File: config.mk
export PLATFORM = sky130hd
export DESIGN_NAME = key_multi_debounce_flat
export DESIGN_NICKNAME = d
export VERILOG_FILES = /design/src/rtl/key_multi_debounce_if.sv /design/src/rtl/key_multi_debounce.sv /design/src/flat_wrapper.sv
export SDC_FILE = /design/constraint.sdc
export NUM_CORES = 1
export LEC_CHECK = 0
export CORE_MARGIN = 2
export CORE_UTILIZATION = 35
export CTS_CLUSTER_SIZE = 40
export DETAILED_ROUTE_END_ITERATION = 8
export GPL_TIMING_DRIVEN = 0
export RECOVER_POWER = 100
export SLEW_MARGIN = 25
export SYNTH_ARGS = -nofsm -noshare
export SYNTH_HDL_FRONTEND = slang
export SYNTH_SLANG_ARGS = --single-unit
File: constraint.sdc
create_clock -name clk -period 5.9 [get_ports clk]
set_clock_uncertainty 0.05 [all_clocks]
set_input_delay 1.475 -clock clk [delete_from_list [all_inputs] [get_ports clk]]
set_output_delay 1.475 -clock clk [all_outputs]
set_load 0.01 [all_outputs]
File: src/rtl/key_multi_debounce_if.sv
// Key pins plus per-key debounced level and event pulses for key_multi_debounce.
// master = the debouncer (samples pins, produces events); slave = the consumer that owns the pins.
interface key_multi_debounce_if #(
  parameter int KEY_WIDTH = 4
);
  // Events are single-cycle pulses with no back-pressure. A consumer must act on the cycle
  // the pulse is high. key_value holds the last press vector until the next key_flag.
  logic [KEY_WIDTH-1:0]   key_data;
  logic [KEY_WIDTH-1:0]   key_state;
  logic [KEY_WIDTH-1:0]   key_press;
  logic [KEY_WIDTH-1:0]   key_release;
  logic [KEY_WIDTH-1:0]   key_long;
  logic [KEY_WIDTH-1:0]   key_repeat;
  logic                   key_flag;
  logic [KEY_WIDTH-1:0]   key_value;
  logic [2*KEY_WIDTH-1:0] dbg_state;

  modport master (
    input  key_data,
    output key_state, key_press, key_release, key_long, key_repeat,
    output key_flag, key_value, dbg_state
  );

  modport slave (
    output key_data,
    input  key_state, key_press, key_release, key_long, key_repeat,
    input  key_flag, key_value, dbg_state
  );
endinterface

File: src/rtl/key_multi_debounce.sv
// Per-key synchroniser, debounce counter and press/long/repeat FSM.
// The auto-repeat pulse train exists only when the macro KEY_REPEAT_EN is defined.
module key_multi_debounce #(
  parameter int KEY_WIDTH       = 4,
  parameter int KEY_ACTIVE_LOW  = 1,
  parameter int DEBOUNCE_CYCLES = 1_000_000,
  parameter int LONG_CYCLES     = 50_000_000,
  parameter int REPEAT_CYCLES   = 10_000_000
) (
  input logic                 clk,
  input logic                 rst_n,
  key_multi_debounce_if.master kif
);
  typedef enum logic [1:0] {
    ST_IDLE   = 2'd0,
    ST_HELD   = 2'd1,
    ST_REPEAT = 2'd2
  } key_st_e;

  localparam int DW   = $clog2(DEBOUNCE_CYCLES + 1);
  localparam int HMAX = (LONG_CYCLES > REPEAT_CYCLES) ? LONG_CYCLES : REPEAT_CYCLES;
  localparam int HW   = $clog2(HMAX);
  localparam logic [DW-1:0] DB_LAST   = DW'(DEBOUNCE_CYCLES - 1);
  localparam logic [HW-1:0] LONG_LAST = HW'(LONG_CYCLES - 1);
`ifdef KEY_REPEAT_EN
  localparam logic [HW-1:0] REP_LAST  = HW'(REPEAT_CYCLES - 1);
`endif
  localparam logic [KEY_WIDTH-1:0] IDLE_LVL = (KEY_ACTIVE_LOW != 0) ? '1 : '0;

  logic [KEY_WIDTH-1:0] sync1_q, sync2_q;
  logic [KEY_WIDTH-1:0] raw, chg, toggle, press_ev, rel_ev;
  logic [KEY_WIDTH-1:0] state_q;
  logic [KEY_WIDTH-1:0] press_d, release_d, long_d, repeat_d;
  logic [KEY_WIDTH-1:0] press_q, release_q, long_q, repeat_q, value_q;
  logic                 flag_q;
  logic [DW-1:0]        db_cnt_q [KEY_WIDTH];
  logic [DW-1:0]        db_cnt_d [KEY_WIDTH];
  logic [HW-1:0]        hold_q   [KEY_WIDTH];
  logic [HW-1:0]        hold_d   [KEY_WIDTH];
  key_st_e              st_q     [KEY_WIDTH];
  key_st_e              st_d     [KEY_WIDTH];
  logic [2*KEY_WIDTH-1:0] dbg;

  assign raw = sync2_q ^ IDLE_LVL;
  // Change detection looks one stage ahead (sync1 vs sync2) so the counter restarts the
  // cycle the new level reaches raw, not one cycle later.
  assign chg = sync1_q ^ sync2_q;

  always_comb begin : debounce_comb
    toggle = '0;
    for (int i = 0; i < KEY_WIDTH; i++) begin
      db_cnt_d[i] = '0;
      if ((raw[i] != state_q[i]) && !chg[i]) begin
        if (db_cnt_q[i] == DB_LAST) toggle[i] = 1'b1;
        else                        db_cnt_d[i] = db_cnt_q[i] + DW'(1);
      end
    end
  end

  assign press_ev = toggle & ~state_q;
  assign rel_ev   = toggle & state_q;

  always_comb begin : fsm_comb
    press_d   = '0;
    release_d = '0;
    long_d    = '0;
    repeat_d  = '0;
    for (int i = 0; i < KEY_WIDTH; i++) begin
      st_d[i]   = st_q[i];
      hold_d[i] = hold_q[i];
      case (st_q[i])
        ST_IDLE: begin
          if (press_ev[i]) begin
            st_d[i]    = ST_HELD;
            hold_d[i]  = '0;
            press_d[i] = 1'b1;
          end
        end
        ST_HELD: begin
          // Release takes priority over a terminal count on the same edge.
          if (rel_ev[i]) begin
            st_d[i]      = ST_IDLE;
            hold_d[i]    = '0;
            release_d[i] = 1'b1;
          end else if (hold_q[i] == LONG_LAST) begin
            st_d[i]   = ST_REPEAT;
            hold_d[i] = '0;
            long_d[i] = 1'b1;
          end else begin
            hold_d[i] = hold_q[i] + HW'(1);
          end
        end
        ST_REPEAT: begin
          if (rel_ev[i]) begin
            st_d[i]      = ST_IDLE;
            hold_d[i]    = '0;
            release_d[i] = 1'b1;
          end else begin
`ifdef KEY_REPEAT_EN
            if (hold_q[i] == REP_LAST) begin
              hold_d[i]   = '0;
              repeat_d[i] = 1'b1;
            end else begin
              hold_d[i] = hold_q[i] + HW'(1);
            end
`else
            hold_d[i] = hold_q[i];
`endif
          end
        end
        default: begin
          st_d[i]   = ST_IDLE;
          hold_d[i] = '0;
        end
      endcase
    end
  end

  always_ff @(posedge clk or negedge rst_n) begin
    if (!rst_n) begin
      sync1_q   <= IDLE_LVL;
      sync2_q   <= IDLE_LVL;
      state_q   <= '0;
      press_q   <= '0;
      release_q <= '0;
      long_q    <= '0;
      repeat_q  <= '0;
      flag_q    <= 1'b0;
      value_q   <= '0;
      for (int i = 0; i < KEY_WIDTH; i++) begin
        db_cnt_q[i] <= '0;
        hold_q[i]   <= '0;
        st_q[i]     <= ST_IDLE;
      end
    end else begin
      sync1_q   <= kif.key_data;
      sync2_q   <= sync1_q;
      state_q   <= state_q ^ toggle;
      press_q   <= press_d;
      release_q <= release_d;
      long_q    <= long_d;
      repeat_q  <= repeat_d;
      flag_q    <= |press_q;
      if (|press_q) value_q <= press_q;
      for (int i = 0; i < KEY_WIDTH; i++) begin
        db_cnt_q[i] <= db_cnt_d[i];
        hold_q[i]   <= hold_d[i];
        st_q[i]     <= st_d[i];
      end
    end
  end

  always_comb begin : dbg_pack
    dbg = '0;
    for (int i = 0; i < KEY_WIDTH; i++) dbg[2*i +: 2] = st_q[i];
  end

  assign kif.key_state   = state_q;
  assign kif.key_press   = press_q;
  assign kif.key_release = release_q;
  assign kif.key_long    = long_q;
  assign kif.key_repeat  = repeat_q;
  assign kif.key_flag    = flag_q;
  assign kif.key_value   = value_q;
  assign kif.dbg_state   = dbg;
endmodule
File: src/flat_wrapper.sv
// flat-port wrapper written by rule: the top's interface ports become plain ports
module key_multi_debounce_flat 
#(
  parameter int KEY_WIDTH       = 4,
  parameter int KEY_ACTIVE_LOW  = 1,
  parameter int DEBOUNCE_CYCLES = 1_000_000,
  parameter int LONG_CYCLES     = 50_000_000,
  parameter int REPEAT_CYCLES   = 10_000_000
)
  (clk, rst_n, kif_key_data, kif_key_state, kif_key_press, kif_key_release, kif_key_long, kif_key_repeat, kif_key_flag, kif_key_value, kif_dbg_state);
  key_multi_debounce_if #(.KEY_WIDTH(KEY_WIDTH)) kif_i ();
  input logic clk;
  input logic rst_n;
  input wire logic [$bits(kif_i.key_data)-1:0] kif_key_data;
  output wire logic [$bits(kif_i.key_state)-1:0] kif_key_state;
  output wire logic [$bits(kif_i.key_press)-1:0] kif_key_press;
  output wire logic [$bits(kif_i.key_release)-1:0] kif_key_release;
  output wire logic [$bits(kif_i.key_long)-1:0] kif_key_long;
  output wire logic [$bits(kif_i.key_repeat)-1:0] kif_key_repeat;
  output wire logic [$bits(kif_i.key_flag)-1:0] kif_key_flag;
  output wire logic [$bits(kif_i.key_value)-1:0] kif_key_value;
  output wire logic [$bits(kif_i.dbg_state)-1:0] kif_dbg_state;
  assign kif_i.key_data = kif_key_data;
  assign kif_key_state = kif_i.key_state;
  assign kif_key_press = kif_i.key_press;
  assign kif_key_release = kif_i.key_release;
  assign kif_key_long = kif_i.key_long;
  assign kif_key_repeat = kif_i.key_repeat;
  assign kif_key_flag = kif_i.key_flag;
  assign kif_key_value = kif_i.key_value;
  assign kif_dbg_state = kif_i.dbg_state;
  key_multi_debounce #(.KEY_WIDTH(KEY_WIDTH), .KEY_ACTIVE_LOW(KEY_ACTIVE_LOW), .DEBOUNCE_CYCLES(DEBOUNCE_CYCLES), .LONG_CYCLES(LONG_CYCLES), .REPEAT_CYCLES(REPEAT_CYCLES)) u_core (.clk(clk), .rst_n(rst_n), .kif(kif_i));
endmodule
After elaboration in Yosys (flattened, before gate mapping)
Index checks and enable logic that the tools add are counted.
{"block": "totals", "ff_bits": 221, "input_bits": 6, "out_inout_bits": 33, "wordCells": 175}
{"block": "op_classes", "add_sub_neg": 8, "n_eq_ne": 32, "muxes": 84, "n_bitwise": 6, "n_reduce_logical": 25}
{"operator": "26-bit two-way mux", "n": 16}
{"operator": "26-bit one-hot mux with 3 select lines", "n": 4}
{"operator": "20-bit two-way mux", "n": 8}
{"operator": "26-bit by 1-bit adder with 26-bit output, second input constant", "n": 4}
{"operator": "26-bit == test, second input constant", "n": 4}
{"operator": "20-bit by 1-bit adder with 20-bit output, second input constant", "n": 4}
{"operator": "20-bit == test, second input constant", "n": 4}
{"operator": "1-bit two-way mux", "n": 36}
{"operator": "2-bit two-way mux", "n": 16}
{"operator": "2-bit one-hot mux with 3 select lines", "n": 4}
{"operator": "2-bit by 1-bit != test with 1-bit output, second input constant", "n": 8}
{"operator": "3-bit by 1-bit != test with 1-bit output, second input constant", "n": 4}
{"operator": "3-bit AND reduction", "n": 4}
{"operator": "4-bit bitwise AND", "n": 2}
{"operator": "2-bit by 1-bit == test with 1-bit output, second input constant", "n": 4}
{"operator": "2-bit == test, second input constant", "n": 4}
{"operator": "2-bit zero test", "n": 4}
{"operator": "4-bit inverter", "n": 2}
{"operator": "2-bit AND reduction", "n": 4}
{"operator": "2-bit OR reduction", "n": 4}
{"operator": "4-bit XOR", "n": 2}
{"operator": "1-bit logical AND", "n": 4}
{"operator": "1-bit zero test", "n": 4}
{"operator": "1-bit != test", "n": 4}
{"operator": "4-bit OR reduction", "n": 1}

Longest topological paths before layout
Gate-level depths: netlist (run 1).
{"block": "logic_depth", "word_depth": 7, "ltp_mapped": 13, "mapped_depth_nobuf": 11}

Worst setup path before layout (run 1)
OpenSTA, ideal clock, no wires.
{"block": "synth_path", "path_type": "flip-flop to flip-flop", "from": "register u_core.db_cnt_q[20] (netlist bit)", "to": "register u_core.hold_q[51] (netlist bit)", "setup_ns": 0.078, "arrival_time_ns": 2.891, "path_slack_ns": 2.881, "path_stages_with_launch": 12, "path_cell_list": "dfrtp_1 ha_1 nand3_1 nor2_1 nand4_1 nor2_1 ha_1 nor2b_1 or2_2 or4b_2 or4_1 a21oi_1"}
{"block": "synth_between", "elab_chain_cells": 6, "word_cells_on_any_way": 10, "cone_classes": "eq/ne: 3; mux: 4; bitwise: 2; reduce/logical: 1"}
{"item": "from (decl)", "line": "key_multi_debounce.sv:36", "source": "logic [DW-1:0] db_cnt_q [KEY_WIDTH];"}
{"item": "from (signal, indexed assignment)", "line": "key_multi_debounce.sv:146", "source": "db_cnt_q[i] <= db_cnt_d[i];"}
{"item": "20-bit == test (*)", "line": "key_multi_debounce.sv:54", "source": "if (db_cnt_q[i] == DB_LAST) toggle[i] = 1'b1;"}
{"item": "1-bit two-way mux (*)", "line": "key_multi_debounce.sv:54"}
{"item": "1-bit two-way mux (*)", "line": "key_multi_debounce.sv:53", "source": "if ((raw[i] != state_q[i]) && !chg[i]) begin"}
{"item": "4-bit bitwise AND, on equally long branches", "line": "key_multi_debounce.sv:61, key_multi_debounce.sv:60"}
{"item": "26-bit two-way mux / 2-bit by 1-bit != test with 1-bit output (equally long branches)"}
{"item": "26-bit one-hot mux with 3 select lines / 2-bit AND reduction (equally long branches)"}
{"item": "to (signal, indexed assignment)", "line": "key_multi_debounce.sv:147", "source": "hold_q[i] <= hold_d[i];"}
{"item": "to (decl)", "line": "key_multi_debounce.sv:38", "source": "logic [HW-1:0] hold_q [KEY_WIDTH];"}
Mark *: on every way between the ends. The rest lies on a longest branch, timed or not.
A chain may end at the register's enable or synchronous reset.

==> flow_metrics.tcl, run 1 <==
set metrics [dict create \
    required_ns 6.04 \
    reg2regPathDepth 12 \
    synth_area_leaders "dfrtp_1 49%, nor2_1 7.4%, xnor2_1 6.8%, xor2_1 6.0%, nand3_1 3.3%" \
    dpl.hpwl_mm 14.39 \
    fin_util 0.4125 \
    dieArea_sq_mm 0.03255 \
    drtPass1Iterations 5 \
    postCtsSetupRepairBufs 0 \
    crit_arrival_ns 3.84 \
    clkTransAtPathRegs_ns 0.06 \
    worstSetupPathType "in -> async" \
    grt_max_degree 91 \
    start_util 0.3561 \
    first_global_vias 7981 \
    io_buffers 34 \
    antenna_found_initial 0 \
    diodes 0 \
    whs_endpoint "u_core.sync2_q[3]$_DFF_PN1_" \
    min_from "u_core.sync1_q[3]$_DFF_PN1_" \
    cp_slowest_cell "clkbuf_2" \
    vias_per_cell 4.898 \
    gp_congestion 0.8025 \
    cp-start-kind "primary input" \
    vias 7886 \
    numCtsBuffers 26 \
    drv_cap 1 \
    status "complete, but fails checks" \
    avgRoutedWirePerCell_um 13.11 \
    ys_seq_elements 221 \
    clkLatencyLatePin_ns 0.53 \
    r2r-end "u_core.hold_q[75]$_DFFE_PN0P_" \
    slew_violations 91 \
    synth_top_area_share 0.4894 \
    drtIter0Drc 498 \
    drc 0 \
    numPlacedInstances 1563 \
    die_x_um 180.4 \
    layout-drive-gt1-share 0.05601 \
    finalCritPeriodShare 0.6276 \
    synth-seq-area-share 0.5087 \
    pin_count 39 \
    yosys.area.top_type "dfrtp_1" \
    violations "max-capacitance violations, max-slew violations" \
    post_cts_resized 0 \
    ant_nets 0 \
    yosysUniqueCellTypes 48 \
    async_flop_share 1.000 \
    fmax_ghz 0.2700 \
    finalWirelength_mm 21.11 \
    min_path_type "reg -> reg" \
    relSlewSlack -0.4268 \
    grt_pass1_wl_mm 37.84 \
    vdd_drop_max_uv 191.6 \
    area_growth_pct 15.85 \
    rsz0062_at_grt "false" \
    finalHoldViolCount 0 \
    syn_inst 1128 \
    synthMostInstantiatedCell "nor2_1" \
    track_usage 0.1333 \
    cts.sinks 221 \
    finalCriticalPeriod_ns 3.703 \
    whs_path_depth 0 \
    worstMarginPinSlew_ns 2.140 \
    overflow 0 \
    p_leak_nw 5.494 \
    cts.htree.levels 1 \
    path_cells "buf_8 -> buf_16 -> clkbuf_2" \
    dieHeight_um 180.4 \
    power_density_mw_per_mm2 250.6 \
    cts_root_buffer "clkbuf_16" \
    coreArea_sq_mm 0.03059 \
    reg2reg_slack_ns 2.36 \
    stdcell_count 1610 \
    syn_avg_cell_area_sq_um 9.656 \
    synth-edff-count 0 \
    syn_area_sq_mm 0.01089 \
    ys_top_cells_by_count "214 x nor2_1, 213 x dfrtp_1, 85 x xnor2_1, 79 x nand2_1, 74 x xor2_1" \
    synth_flop_cell "dfrtp_1" \
    fp-row-count 64 \
    ys_warn_count 0 \
    cp_max_fo 90 \
    cts_tree "built" \
    cts_hold_buf 0 \
    endpoint_kind "async pin" \
    setup_viol 0 \
    cts_buffer_depth 3 \
    worstReg2RegStart "u_core.db_cnt_q[40]$_DFF_PN0_" \
    critical-path-max-stage-delay_ns 1.56 \
    nNetsFinal 1229 \
]
==> worst max-delay path by stage <==
| stage | depth (start not counted) | end | start | slack (ns) |
|---|---|---|---|---|
| after floorplan | 11 | u_core.hold_q[51]$_DFFE_PN0P_ | u_core.db_cnt_q[20]$_DFF_PN0_ | 2.88 |
| after global placement | 1 | u_core.hold_q[13]$_DFFE_PN0P_ | rst_n | -6.32 |
| after detailed placement | 12 | u_core.hold_q[75]$_DFFE_PN0P_ | u_core.db_cnt_q[40]$_DFF_PN0_ | 2.32 |
| after CTS | 12 | u_core.hold_q[75]$_DFFE_PN0P_ | u_core.db_cnt_q[40]$_DFF_PN0_ | 2.30 |
| after global routing | 3 | u_core.hold_q[13]$_DFFE_PN0P_ | rst_n | 1.49 |
| final | 3 | u_core.kif.dbg_state[6]$_DFFE_PN0P_ | rst_n | 2.20 |
==> sequential cells by signal, indices dropped and copies added, names as in the netlist, 4 cells and up <==
| name | flops |
|---|---|
| u_core.kif.key_value | 4 |
| u_core.hold_q | 104 |
| u_core.kif.key_press | 4 |
| u_core.db_cnt_q | 80 |
| u_core.kif.key_long | 4 |
| u_core.kif.dbg_state | 8 |
| u_core.kif.key_state | 4 |
| u_core.sync1_q | 4 |
| u_core.kif.key_release | 4 |
| u_core.sync2_q | 4 |
==> kinds of logic after synthesis <==
kind of cell | synth area share
AND/OR/NAND/NOR | 0.2721
flip-flops | 0.5087
XOR/XNOR | 0.1279
buffers and inverters | 0.02803
AO/OA/AOI/OAI | 0.02631
adder cells (fa/ha/maj) | 0.03217
multiplexers | 0.004480
other | 0.0003443
==> cells in the final DEF (no fill, tap or decap), drive strengths merged, types with 5 or more instances in the layout <==
master and count:
inv 40, xnor2 85, and3 28, or2 6, a21oi 8, dfstp 8
or4 10, nand2 79, nor2b 10, clkbuf 71, nor4b 6, and2 13
nand4 47, ha 28, o21ai 13, nor4 35, nor2 214, dlygate4sd3 33
dfrtp 213, buf 6, nor3 45, xor2 74, and4 12, nand3 71
a21o 5, nand2b 7
==> power by group <==
| group | switching (W) | internal (W) | leakage [nW] |
|---|---|---|---|
| Combinational | 0.0000420 | 0.0000100 | 2.01 |
| Clock | 0.000616 | 0.000966 | 0.425 |
| Sequential | 0.00000424 | 0.00152 | 3.05 |
==> final cells by class <==
type	count	area, sq um
Buffer	33	138.9
Clock buffer	41	797.0
Clock inverter	6	68.82
Fill cell	2999	17970
Inverter	40	150.1
Multi-Input combinational cell	837	5050
Sequential cell	221	5540
Tap cell	396	495.5
Timing Repair Buffer	36	377.9
==> critical path, delay by kind of cell <==
kind,cells,cell delay [ns]
buf+inv,3,2.25
==> metal layers <==
metal | GRT usage | wire length (um) | share of wire | vias up
met4 | 0.02935 | 391 | 0.019 | 0
met1 | 0.1842 | 10250 | 0.49 | 3782
met3 | 0.02344 | 728 | 0.034 | 28
met2 | 0.2192 | 9740 | 0.46 | 100
li1 | - | - | - | 3976
met5 | 0 | 0 | 0 | -
==> per-stage QoR <==
stage / power (W) / instance area, sq um / hold WS [ns] / worst slack [ns] / setup TNS (ns)
after CTS: 0.003234 / 12670 / 0.3151 / 2.305 / 0
after global routing: 0.003301 / 12620 / 0.3393 / 1.490 / 0
final: 0.003162 / 12620 / 0.3216 / 2.197 / 0
after floorplan: 0.001569 / 10900 / 0.3082 / 2.881 / 0
after global placement: 0.001609 / 11740 / 0.3130 / -6.321 / -1367.70
after detailed placement: 0.001614 / 11810 / 0.3135 / 2.321 / 0
Power figures use the tool's default switching activity.
==> run 2, diff against run 1 <==
==> constraint.sdc (replaced) <==
create_clock -name clk -period 3.4 [get_ports clk]
set_clock_uncertainty 0.05 [all_clocks]
set_input_delay 0.85 -clock clk [delete_from_list [all_inputs] [get_ports clk]]
set_output_delay 0.85 -clock clk [all_outputs]
set_load 0.01 [all_outputs]
==> flow_metrics.tcl, run 2 (synthesis gave the netlist of run 1 again) <==
set metrics [dict create \
    status "complete, but fails checks" \
    violations "max-capacitance violations, max-slew violations" \
    cts_tree "built" \
    power_density_mw_per_mm2 431.8 \
    finalCritPeriodShare 0.9604 \
    pin_count 39 \
    reg2regPathDepth 11 \
    endpoint_kind "flip-flop" \
    cts.htree.levels 1 \
    vias 7890 \
    clkPwrFrac 0.501 \
    grt_use_met3 0.02344 \
    gp_congestion 0.8025 \
    cts_hold_buf 0 \
    crit_cells 11 \
    slew_violations 67 \
    p_leak_nw 5.552 \
    cp_max_fo 4 \
    met1_usage 0.1841 \
    cts_root_buffer "clkbuf_16" \
    overflow 0 \
    finalHoldViolCount 0 \
    area_growth_pct 16.77 \
    clkLatencyLatePin_ns 0.53 \
    rsz0062_at_grt "true" \
    dpl.hpwl_mm 14.39 \
    nNetsFinal 1231 \
    fmax_ghz 0.3063 \
    final_common_cell "dfrtp_1" \
    layout_common_cells "213 x dfrtp_1, 211 x nor2_1, 85 x xnor2_1, 79 x nand2_1, 74 x xor2_1" \
    dieArea_sq_mm 0.03255 \
    cts_buffer_depth 3 \
    die_x_um 180.4 \
    first_global_vias 7980 \
    avgRoutedWirePerCell_um 13.18 \
    p_comb_frac 0.017 \
    stdcell_count 1612 \
    cts.sinks 221 \
    dieHeight_um 180.4 \
    numPlacedInstances 1563 \
    min_path_type "reg -> reg" \
    ant_nets 0 \
    whs_path_depth 0 \
    start_util 0.3561 \
    largest_reg_flops 104 \
    power.net_switching_w 0.001155 \
    relSlewSlack -0.1370 \
    p_seq_frac 0.483 \
    crit_family "simple AND/OR/NAND/NOR gates" \
    setup_viol 0 \
    numCtsBuffers 26 \
    critical-path-max-stage-delay_ns 0.66 \
    worstSetupPathType "reg -> reg" \
    crit_arrival_ns 3.66 \
    grt.busiest_layer "met2" \
    finalHoldWorstSlack_ns 0.3204 \
    fin_tns_setup_ns 0 \
    finalWirelength_mm 21.24 \
    vias_per_cell 4.895 \
    coreArea_sq_mm 0.03059 \
    cp_slowest_cell "or4b_2" \
    vdd_drop_max_uv 333.2 \
    grt_pass1_wl_mm 37.81 \
    track_usage 0.1332 \
    intPower_w 0.004337 \
    drv_cap 1 \
    regMostFlops "u_core.hold_q" \
    cp-start-kind "flip-flop" \
    io_buffers 34 \
    diodes 0 \
    grt_max_degree 91 \
    drtIter0Drc 499 \
    layout-drive-gt1-share 0.07155 \
    swShare 0.2103 \
    crit_buf_inv 0 \
    met2_usage 0.2191 \
    required_ns 3.79 \
    worstMarginPinSlew_ns 1.705 \
    fp-row-count 64 \
    path_cells "ha_1 -> nand3_2 -> nor2_1 -> nand4_1 -> nor2_2 -> ha_2 -> nor2b_1 -> or2_2 -> or4b_2 -> or4_1 -> a21oi_1" \
    finalCriticalPeriod_ns 3.265 \
    drc 0 \
    drtPass1Iterations 5 \
    antenna_found_initial 0 \
    clkTransAtPathRegs_ns 0.06 \
]
[run 2: worst register-to-register path: cells and delay by family (launching register included)]
family	cells	cell delay, ns
compound gates	1	0.16
fa+ha+maj	2	0.44
flops	1	0.39
simple gates	8	2.16
[run 2: timing repair]
action | CTS | global route
setup endpoints to repair | 11 | 26
pin swaps | 0 | 1
hold endpoints to repair | 0 | 0
buffers inserted | 0 | 2
resized for setup | 6 | 19
[run 2: worst paths after layout]
check                                              startpoint                             to  slack (ns)
worst min-delay path              u_core.sync1_q[3]$_DFF_PN1_    u_core.sync2_q[3]$_DFF_PN1_        0.32
max in group asynchronous                               rst_n  u_core.hold_q[11]$_DFFE_PN0P_        0.72
min in group asynchronous                               rst_n  u_core.hold_q[60]$_DFFE_PN0P_        0.70
worst max-delay path            u_core.db_cnt_q[20]$_DFF_PN0_  u_core.hold_q[51]$_DFFE_PN0P_        0.13
worst min register to register    u_core.sync1_q[3]$_DFF_PN1_    u_core.sync2_q[3]$_DFF_PN1_        0.32
worst max register to register  u_core.db_cnt_q[20]$_DFF_PN0_  u_core.hold_q[51]$_DFFE_PN0P_        0.13
[run 2: layer usage]
layer,wire length (um),vias up,part of all wire
met3,761,28,0.036
met1,10350,3778,0.49
met5,0,-,0
met4,391,0,0.018
met2,9734,103,0.46
li1,-,3981,-
[run 2: metrics by stage]
step | instance area [sq um] | worst slack (ns) | total power (W) | utilization
floorplan | 10900 | 0.3806 | 0.002722 | -
detailed placement | 11810 | -0.1789 | 0.002801 | 0.3859
CTS | 12690 | 0.005079 | 0.005612 | 0.4148
global placement | 11740 | -8.196 | 0.002793 | 0.3838
finish | 12720 | 0.1348 | 0.005492 | 0.4158
global route | 12720 | -0.02858 | 0.005729 | 0.4158
[run 2: cell type report]
type                       instances  area [sq um]
multi-input combinational        837          5130
tap                              396         495.5
inverter                          40         150.1
clock buffer                      41         797.0
buffer                            33         147.6
sequential                       221          5540
fill                            2981         17870
timing repair buffer              38         389.1
clock inverter                     6         68.82
[run 2: power groups by stage]
stage / logic (W) / clock network, W / registers (W)
global route: 0.000110 / 0.00297 / 0.00265
finish: 0.0000908 / 0.00275 / 0.00265
detailed placement: 0.000102 / 0 / 0.00270
floorplan: 0.0000246 / 0 / 0.00270
CTS: 0.000102 / 0.00286 / 0.00265
global placement: 0.0000920 / 0 / 0.00270
